File: src/rtl/sram_wb_arbiter.sv
`default_nettype none
// ------------------------------------------------------------------------
// sram_wb_arbiter : round-robin M0 (Wishbone) / M1 (req/done) front end for
//                   the 1024x32 Wishbone SRAM, with a no-ack watchdog.
// Revision 1.0
// ------------------------------------------------------------------------
module sram_wb_arbiter #(
  parameter logic [31:0] SRAM_BASE = 32'h3000_0000,
  parameter int unsigned TIMEOUT   = 64,
  parameter logic [31:0] DEAD_DATA = 32'hDEAD_BEEF
) (
  input  logic        wb_clk_i,
  input  logic        wb_rst_i,
  input  logic        m0_cyc_i,
  input  logic        m0_stb_i,
  input  logic        m0_we_i,
  input  logic [3:0]  m0_sel_i,
  input  logic [31:0] m0_adr_i,
  input  logic [31:0] m0_dat_i,
  output logic [31:0] m0_dat_o,
  output logic        m0_ack_o,
  input  logic        m1_req,
  input  logic        m1_we,
  input  logic [9:0]  m1_addr,
  input  logic [31:0] m1_wdata,
  output logic [31:0] m1_rdata,
  output logic        m1_done,
  output logic        s_cyc_o,
  output logic        s_stb_o,
  output logic        s_we_o,
  output logic [3:0]  s_sel_o,
  output logic [31:0] s_adr_o,
  output logic [31:0] s_dat_o,
  input  logic [31:0] s_dat_i,
  input  logic        s_ack_i,
  output logic        timeout_o
);

  typedef enum logic [2:0] {
    IDLE  = 3'd0,
    BUSY0 = 3'd1,
    BUSY1 = 3'd2,
    DONE0 = 3'd3,
    DONE1 = 3'd4
  } state_t;

  localparam logic [7:0] WD_LAST = 8'(TIMEOUT - 1);

  state_t      state;
  logic        last_grant;
  logic [7:0]  wd_cnt;
  logic        r0;
  logic        r1;
  logic        pick0;
  logic        finish;
  logic [31:0] done_data;

  assign r0        = m0_cyc_i & m0_stb_i;
  assign r1        = m1_req;
  // On a tie the requester that did not win last time gets the slave.
  assign pick0     = r0 & (~r1 | last_grant);
  // An ack in the final watchdog cycle still counts as a real completion.
  assign finish    = s_ack_i | (wd_cnt == WD_LAST);
  assign done_data = s_ack_i ? s_dat_i : DEAD_DATA;

  always_ff @(posedge wb_clk_i) begin
    if (wb_rst_i) begin
      state      <= IDLE;
      last_grant <= 1'b1;
      wd_cnt     <= 8'd0;
      m0_dat_o   <= 32'd0;
      m0_ack_o   <= 1'b0;
      m1_rdata   <= 32'd0;
      m1_done    <= 1'b0;
      s_cyc_o    <= 1'b0;
      s_stb_o    <= 1'b0;
      s_we_o     <= 1'b0;
      s_sel_o    <= 4'd0;
      s_adr_o    <= 32'd0;
      s_dat_o    <= 32'd0;
      timeout_o  <= 1'b0;
    end else begin
      m0_ack_o <= 1'b0;
      m1_done  <= 1'b0;
      case (state)
        IDLE: begin
          if (r0 || r1) begin
            wd_cnt  <= 8'd0;
            s_cyc_o <= 1'b1;
            s_stb_o <= 1'b1;
            if (pick0) begin
              state      <= BUSY0;
              last_grant <= 1'b0;
              s_we_o     <= m0_we_i;
              s_sel_o    <= m0_sel_i;
              s_adr_o    <= m0_adr_i;
              s_dat_o    <= m0_dat_i;
            end else begin
              state      <= BUSY1;
              last_grant <= 1'b1;
              s_we_o     <= m1_we;
              s_sel_o    <= 4'hF;
              s_adr_o    <= SRAM_BASE | {20'b0, m1_addr, 2'b00};
              s_dat_o    <= m1_wdata;
            end
          end
        end
        BUSY0, BUSY1: begin
          if (finish) begin
            s_cyc_o <= 1'b0;
            s_stb_o <= 1'b0;
            if (!s_ack_i) begin
              timeout_o <= 1'b1;
            end
            if (state == BUSY0) begin
              state <= DONE0;
              // A master that abandoned its cycle gets no ack and no data.
              if (m0_cyc_i) begin
                m0_ack_o <= 1'b1;
                m0_dat_o <= done_data;
              end
            end else begin
              state    <= DONE1;
              m1_done  <= 1'b1;
              m1_rdata <= done_data;
            end
          end else begin
            wd_cnt <= wd_cnt + 8'd1;
          end
        end
        default: state <= IDLE;
      endcase
    end
  end

endmodule
`default_nettype wire

File: config.mk
export PLATFORM = sky130hd
export DESIGN_NAME = sram_wb_arbiter
export DESIGN_NICKNAME = d
export VERILOG_FILES = /design/src/rtl/sram_wb_arbiter.sv
export SDC_FILE = /design/constraint.sdc
export NUM_CORES = 1
export LEC_CHECK = 0
export BUFFER_PORTS_ARGS = -buffer_cell sky130_fd_sc_hd__buf_2
export CAP_MARGIN = 10
export CELL_PAD_IN_SITES_DETAIL_PLACEMENT = 1
export CELL_PAD_IN_SITES_GLOBAL_PLACEMENT = 2
export CORE_AREA = 2 2 149 151
export DETAILED_ROUTE_END_ITERATION = 8
export DIE_AREA = 0 0 151 153
export GPL_TIMING_DRIVEN = 0
export HOLD_SLACK_MARGIN = 0.06
export PLACE_DENSITY_LB_ADDON = 0.25
export SYNTH_ARGS = -nofsm -noshare
export SYNTH_HDL_FRONTEND = slang
export SYNTH_SLANG_ARGS = --single-unit
File: constraint.sdc
create_clock -name wb_clk_i -period 2.6 [get_ports wb_clk_i]
set_input_delay 0.39 -clock wb_clk_i [delete_from_list [all_inputs] [get_ports wb_clk_i]]
set_output_delay 0.39 -clock wb_clk_i [all_outputs]
set_load 0.005 [all_outputs]
# Word-level counts from Yosys, hierarchy flattened
# Index checks and enable logic that the tools add are counted.
dict set report classes {
  n_reduce_logical 13
  eq_ne 6
  bitwise 9
  mux 19
  addsub 1
}
# op n
set op_table {}
lappend op_table {{2-to-1 mux 32 bit} 3}
lappend op_table {{2-to-1 mux 8 bit} 2}
lappend op_table {{one-hot mux 8 bit (2 select lines)} 1}
lappend op_table {{AND reduction 3 bit} 4}
lappend op_table {{2-to-1 mux 3 bit} 3}
lappend op_table {{adder 8 x 1 -> 8 bit (second input constant)} 1}
lappend op_table {{equality test 8 x 6 -> 1 bit (second input constant)} 1}
lappend op_table {{2-to-1 mux 1 bit} 6}
lappend op_table {{inequality test 2 bit (second input constant)} 3}
lappend op_table {{one-hot mux 3 bit (2 select lines)} 1}
lappend op_table {{inverter 1 bit} 5}
lappend op_table {{2-to-1 mux 4 bit} 1}
lappend op_table {{AND reduction 2 bit} 2}
lappend op_table {{AND reduction 4 bit} 1}
lappend op_table {{OR reduction 4 bit} 1}
lappend op_table {{equality test 3 x 1 -> 1 bit (second input constant)} 1}
lappend op_table {{equality test 3 x 2 -> 1 bit (second input constant)} 1}
lappend op_table {{zero test 3 bit} 1}
lappend op_table {{OR reduction 3 bit} 1}
lappend op_table {{AND 1 bit} 2}
lappend op_table {{2-to-1 mux 2 bit} 1}
lappend op_table {{bitwise OR 1 bit} 2}
lappend op_table {{one-hot mux 1 bit (2 select lines)} 1}
lappend op_table {{nonzero test 2 bit} 1}
lappend op_table {{other kinds (2)} 2}
dict set report totals {
  inputBits 150
  out_inout_bits 138
  regBits 149
  word_cells 61
}

# Depth between registers and ports, before layout
# Gate-level depths: netlist of the first run.
dict set report depth {
  word_depth 6
  mapped_depth 8
  depth_no_buf 6
}

# Least setup slack after synthesis of the first run
# OpenSTA, ideal clock, no wires.
dict set report synth_timing {
  path_type {flip-flop to flip-flop}
  startpoint {reg wd_cnt[0]}
  endpoint {reg m0_dat_o[23]}
  slack_ns 0.872
  path_stages_with_launch 8
  path_buffers 2
  t_required_ns 2.459
  period_less_slack_ns 1.728
  arrival_ns 1.587
  setup_ns 0.141
  cell_sequence {dfxtp_1 > ha_1 > nand4_1 > o21ai_4 > and2_1 > buf_4 > buf_2 > a211oi_1}
}
dict set report synth_via {
  elab_chain_cells 3
}
# element line
set synth_rtl {}
lappend synth_rtl {{start, declared} 51} ;# logic [7:0] wd_cnt;
lappend synth_rtl {{start signal, assigned} 128} ;# wd_cnt <= wd_cnt + 8'd1;
lappend synth_rtl {{equality test 8 x 6 -> 1 bit} 63} ;# assign finish = s_ack_i | (wd_cnt == WD_LAST);
lappend synth_rtl {{bitwise OR 1 bit} 63}
lappend synth_rtl {{AND reduction 4 bit (no source line)} n/a}
lappend synth_rtl {{end signal, assigned} 120} ;# m0_dat_o <= done_data;
lappend synth_rtl {{end, declared} 20} ;# output logic [31:0] m0_dat_o,
# No other way between the ends.
# A chain may end at the register's enable or synchronous reset.

# Worst setup path after layout of the first run
dict set report layout_timing {
  startpoint {reg wd_cnt[0]}
  endpoint {reg m0_dat_o[15]}
}
# The elaborated chain is that of the path after synthesis.

==> impl_metrics.yaml, run 1 <==
outcome:
  outcome: "finished, final reports clean"
worst_setup_path:
  crit_path_end_kind: "register"
  path_class: "reg2reg"
  critPathSlowestCell: "dfxtp_1"
  crit_buf_inv: 2
  critPathArrivalTime_ns: 2.48
  critPathMaxFanout: 10
  slowest_delay_ns: 0.40
  r2r_slack_ns: 0.39
  critPathTopFamily: "simple AND/OR/NAND/NOR gates"
  cp.required_ns: 2.87
  cp_cell_sequence: "ha_1, nand4_1, o21ai_4, and2_1, buf_4, buf_2, a211oi_1"
  startpoint_type: "register"
synthesis:
  syn_nets: 776
  synth_most_common_cell: "nor2_1"
  avgSynthCellArea_sq_um: 9.43
  synth-edff-count: 0
  yosysWarningCount: 0
  synth_top_area_share_pct: 50.6
  synthCells: 625
  synth_top_cells_by_count: "nor2_1 (176), dfxtp_1 (149), a211oi_1 (73), mux2i_1 (43), clkbuf_1 (24)"
  yosys.area.top_type: "dfxtp_1"
  yosysSeqAreaShare_pct: 50.6
  ys_async_sr_fraction_pct: 0
  synth_cell_type_count: 40
  synth_ff_type: "dfxtp_1"
  ys_top_cells_by_area: "dfxtp_1 (51%), nor2_1 (11%), a211oi_1 (9.3%), mux2i_1 (7.3%), a211oi_2 (4.2%)"
  netlist_area_sq_um: 5890
  ys_ff_latch: 149
placement:
  place_congestion: 0.794
  placed_area_sq_um: 7670
  numPortBuffers: 286
  dp_hpwl_um: 15900
pwr:
  vdd_ir_drop_max_mv: 0.417
  power_density_nw_per_um2: 781
  power_frac_comb_pct: 18.7
  p_leak_uw: 0.00374
  intPower_uw: 4630
  seq_power_share_pct: 40.1
  power_frac_clock_pct: 41.2
  p_sw_uw: 1850
  switching_share_pct: 28.5
clock_network:
  clk_path_buf_depth: 2
  clock_latency_ns: 0.43
  postCtsResizedCells: 0
  cts_tree: "built"
  post_cts_buffers: 0
  cts_root_buffer: "clkbuf_16"
  cts_sinks: 149
  cts.hold.buffers_added: 0
  numCtsBuffers: 17
  clk_pin_slew_ns: 0.07
  h-tree-depth: 4
min_path:
  hold_path_class: "in2reg"
route:
  wirelength_um: 21000
  firstDrtPassIters: 4
  post_drt_wl_per_cell_um: 17.2
  drc: 0
  antenna_left: 0
  drtIter0Drc: 212
  viasPerCell: 4.73
  vias: 5789
timing:
  relSlewSlack_pct: 50.6
  fin_crit_sh_pct: 84.8
  finalClockSkew_ns: 0.0143
  period_needed_ns: 2.21
  rsz0062_at_grt: "false"
  max_freq_mhz: 453
  drv_slew: 0
  finalSetupViolCount: 0
  hold_violations: 0
  tightest_slew_ns: 0.742
  fin_tns_setup_ns: 0
floorplan:
  die_h_um: 153
  io_pins: 288
  dieArea_sq_um: 23100
  coreArea_sq_um: 21500
  die_w_um: 151
  initial_core_util_pct: 27.4
  rows: 54
finish:
  num-nets-final: 1081
  syn_to_final_growth_pct: 41.0
  fin_area_sq_um: 8300
  drive_gt1_share_pct: 39.2
grt:
  antenna_found_initial: 1
  grt_pass1_vias: 5853
  grt_overflow: 0
  grt_pass1_wl_um: 32100
  grt_max_degree: 17
  grt_usage_pct: 17.8
run:
  maxCapViolations: 0
-- stage by stage --
step                      hold slack, ns  instances  util [%]  power (uW)  worst slack, ns
after global placement             0.464       1191      35.7        3860            0.289
after floorplan                    0.461        625         -        3320            0.872
after global routing               0.211       1224      38.6        6840            0.239
after CTS                          0.191       1223      38.6        6590            0.347
final                              0.211       1224      38.6        6480            0.395
after detailed placement           0.474       1191      35.7        3880            0.272
-- metal layers --
layer  up-vias  wire (um)  global-route usage (%)
met5         -          0                       0
li1       2859          -                       -
met2       187       9760                    29.2
met1      2724       9300                    22.7
met4         0        299                    4.54
met3        19       1640                    5.70
-- registers in the layout, summed over array words and instances (netlist names) --
name	flops
m0_dat_o	32
m1_rdata	32
s_adr_o	32
s_dat_o	32
wd_cnt	8
s_sel_o	4
state	3
last_grant	1
m0_ack_o	1
m1_done	1
s_stb_o	1
s_we_o	1
timeout_o	1
-- tightest hold or removal path: cells and delay by family --
| family | cells | cell delay, ns |
|---|---|---|
| simple gates | 1 | 0.07 |
| buf+inv | 1 | 0.08 |
| compound gates | 1 | 0.06 |
-- cell families (layout without fill, tap and decap cells) --
family,count (synthesis),after routing,synth area share (%)
AOI/OAI and AO/OA,163,163,22.2
xor gates and xnor gates,2,2,0.297
adders and majority gates,1,1,0.212
buffers and inverters,57,375,4.89
DFF,149,149,50.6
muxes,43,43,7.31
other,0,1,0
and+or+nand+nor,210,210,14.4
-- path summary, 6_finish.rpt --
path                 from      endpoint  cells past startpoint
max             wd_cnt[0]  m0_dat_o[15]                      7
min          m0_adr_i[31]   s_adr_o[31]                      3
max reg2reg     wd_cnt[0]  m0_dat_o[15]                      7
min reg2reg   m0_dat_o[8]   m0_dat_o[8]                      2
-- cell usage in the layout, fill, tap and decap left out, drive strengths merged, types with 2 or more instances in the layout --
cell type | synthesis | routed
a22oi | 22 | 22
clkbuf | 24 | 43
a211oi | 93 | 93
nor3 | 5 | 5
mux2i | 43 | 43
and2 | 4 | 4
bufinv | 0 | 4
nor2b | 2 | 2
dfxtp | 149 | 149
clkinv | 1 | 5
nand2 | 10 | 10
o22ai | 6 | 6
inv | 2 | 7
buf | 30 | 316
nand3b | 2 | 2
a21oi | 7 | 7
nor2 | 177 | 177
nand3 | 4 | 4
o21ai | 11 | 11
xor2 | 2 | 2
a32oi | 17 | 17
-- cell type report --
class	count	area (sq um)
Sequential cell	149	2980
Tap cell	280	350
Multi-Input combinational cell	419	2620
Inverter	3	11.3
Timing Repair Buffer	286	1430
Clock inverter	13	195
Fill cell	2621	13200
Buffer	54	277
Clock buffer	19	433
Antenna cell	1	2.50
-- power groups by stage --
stage,sequential [uW],combinational (uW),clock (uW)
final,2600,1210,2670
after global routing,2620,1360,2860
after CTS,2600,1230,2760
after floorplan,2670,651,0
after global placement,2640,1220,0
after detailed placement,2650,1230,0
No activity file was read; power rests on OpenSTA's default activity.
==> run 2: changes to the inputs <==
CORE_AREA = 2 2 154 156   (was 2 2 149 151)
DIE_AREA = 0 0 156 158   (was 0 0 151 153)
clock period = 2.15 ns   (was 2.6 ns; I/O delays follow)
==> run 2 against run 1 <==
  * Sequential power increased by 21%
  * Sequential share of layout area increased by 0.090 points
  * Clock power increased by 7%
  * Cell count increased by 0.82%
  * Via count decreased by 1.1%
  * Largest power group is now registers
  * Critical path depth increased by 2
  * Core utilization decreased by 2.7 points
  * Count of clock-buffer cells in the layout increased by 1
  * Die area increased by 6.7%
  * Setup slack got worse by 0.21 ns
  * Largest cell class unchanged
  * Sequential cell count unchanged
==> impl_metrics.yaml, run 2 (synthesized netlist as in run 1, its figures left out) <==
worst_setup_path:
  cp_cell_sequence: "ha_4, nand4_1, o21ai_4, buf_4, and2_1, buf_4, buf_6, nor2_1, a211oi_2"
  path_class: "reg2reg"
  critPathMaxFanout: 10
  startpoint_type: "register"
  cp.required_ns: 2.48
  critPathArrivalTime_ns: 2.29
  cpMostUsedCell: "buf_4"
  critPathSlowestCell: "dfxtp_2"
  crit_path_end_kind: "register"
  slowest_delay_ns: 0.39
floorplan:
  die_h_um: 158
  coreArea_sq_um: 23100
  initial_core_util_pct: 25.6
  dieArea_sq_um: 24600
  rows: 56
  io_pins: 288
  die_w_um: 156
placement:
  placed_area_sq_um: 7680
  dp_cells: 1201
  numPortBuffers: 286
  place_congestion: 0.818
  dp_hpwl_um: 16000
pwr:
  fin_total_pwr_uw: 7470
  p_leak_uw: 0.00370
  power_density_nw_per_um2: 901
  vdd_ir_drop_max_mv: 0.389
finish:
  mostFrequentLayoutCells: "buf_2 (304), nor2_1 (176), dfxtp_1 (147), a211oi_1 (73), mux2i_1 (43)"
  syn_to_final_growth_pct: 40.7
  antenna_cells: 0
  final_common_cell: "buf_2"
  final_cells: 1234
  fin_area_sq_um: 8290
  utilization_pct: 36.0
  num-nets-final: 1084
  drive_gt1_share_pct: 39.8
route:
  post_drt_wl_per_cell_um: 16.9
  drtIter0Drc: 180
  drc: 0
  vias: 5726
  met1_length_um: 9380
  firstDrtPassIters: 4
  dr_wl_met2_um: 9670
  antenna_left: 0
  viasPerCell: 4.64
  top_layer_used: "met4"
  wirelength_um: 20900
  wl_met3_um: 1500
clock_network:
  clk_path_buf_depth: 2
  clock_latency_ns: 0.42
  cts_root_buffer: "clkbuf_16"
  cts_sinks: 149
  clk_pin_slew_ns: 0.06
  numCtsBuffers: 17
  h-tree-depth: 4
  cts_tree: "built"
timing:
  rsz0062_at_grt: "false"
  period_needed_ns: 1.96
  finalClockSkew_ns: 0.00929
  max_freq_mhz: 509
  relSlewSlack_pct: 44.3
  drv_slew: 0
  hold_violations: 0
  finalSetupViolCount: 0
  fin_crit_sh_pct: 91.3
  tightest_slew_ns: 0.835
run:
  maxCapViolations: 0
grt:
  grt_max_degree: 17
  grt_pass1_wl_um: 31700
  grt_overflow: 0
  grt_pass1_vias: 5837
  antenna_found_initial: 1
  grt_usage_pct: 16.6
outcome:
  outcome: "finished, final reports clean"
min_path:
  hold_path_class: "in2reg"
==> run 2: area by class of cell <==
cell class              instances  area [sq um]
inverters                       3          11.3
flip-flops and latches        149          2990
repair buffers                289          1450
plain buffers                  54           282
multi-input cells             419          2640
clock inverters                10           100
clock buffers                  20           457
fillers                      2778         14800
well taps                     290           363
==> run 2: metal layers <==
layer,vias up,GRT usage (%)
met5,-,0
met4,0,5.33
met3,20,5.01
met2,178,27.3
met1,2671,20.8
li1,2857,-
==> run 2: where the power goes <==
part | internal, uW | switching (uW)
Combinational | 621 | 841
Clock | 1650 | 1210
Sequential | 3020 | 124
Total | 5290 | 2180
==> run 2: final timing paths <==
path | slack, ns | from | cells after the start | to
max reg2reg | 0.19 | wd_cnt[0] | 9 | m1_rdata[5]
min | 0.15 | m0_adr_i[22] | 3 | s_adr_o[22]
min reg2reg | 0.46 | timeout_o | 2 | timeout_o
max | 0.19 | wd_cnt[0] | 9 | m1_rdata[5]
==> run 2: worst max-delay path: cells and delay by family (launching register included) <==
kind | cells | cell delay (ns)
flip-flops | 1 | 0.39
buffers and inverters | 3 | 0.46
adder cells (fa/ha/maj) | 1 | 0.17
AND/OR/NAND/NOR | 3 | 0.43
AO/OA/AOI/OAI | 2 | 0.44
==> run 2: timing repair <==
action                     CTS  global route
gates resized for setup      0             8
setup endpoints to repair   10            67
pin swaps                    1             1
hold buffers                 0             0
buffers inserted             2             1
gates cloned                 0             0
==> run 2: per-stage QoR <==
step	setup WS [ns]	setup TNS (ns)	hold WS, ns
after floorplan	0.422	0	0.461
after global placement	-0.0922	-0.893	0.450
after detailed placement	-0.0883	-0.870	0.455
after CTS	0.0289	0	0.129
after global routing	0.0157	0	0.142
final	0.187	0	0.150
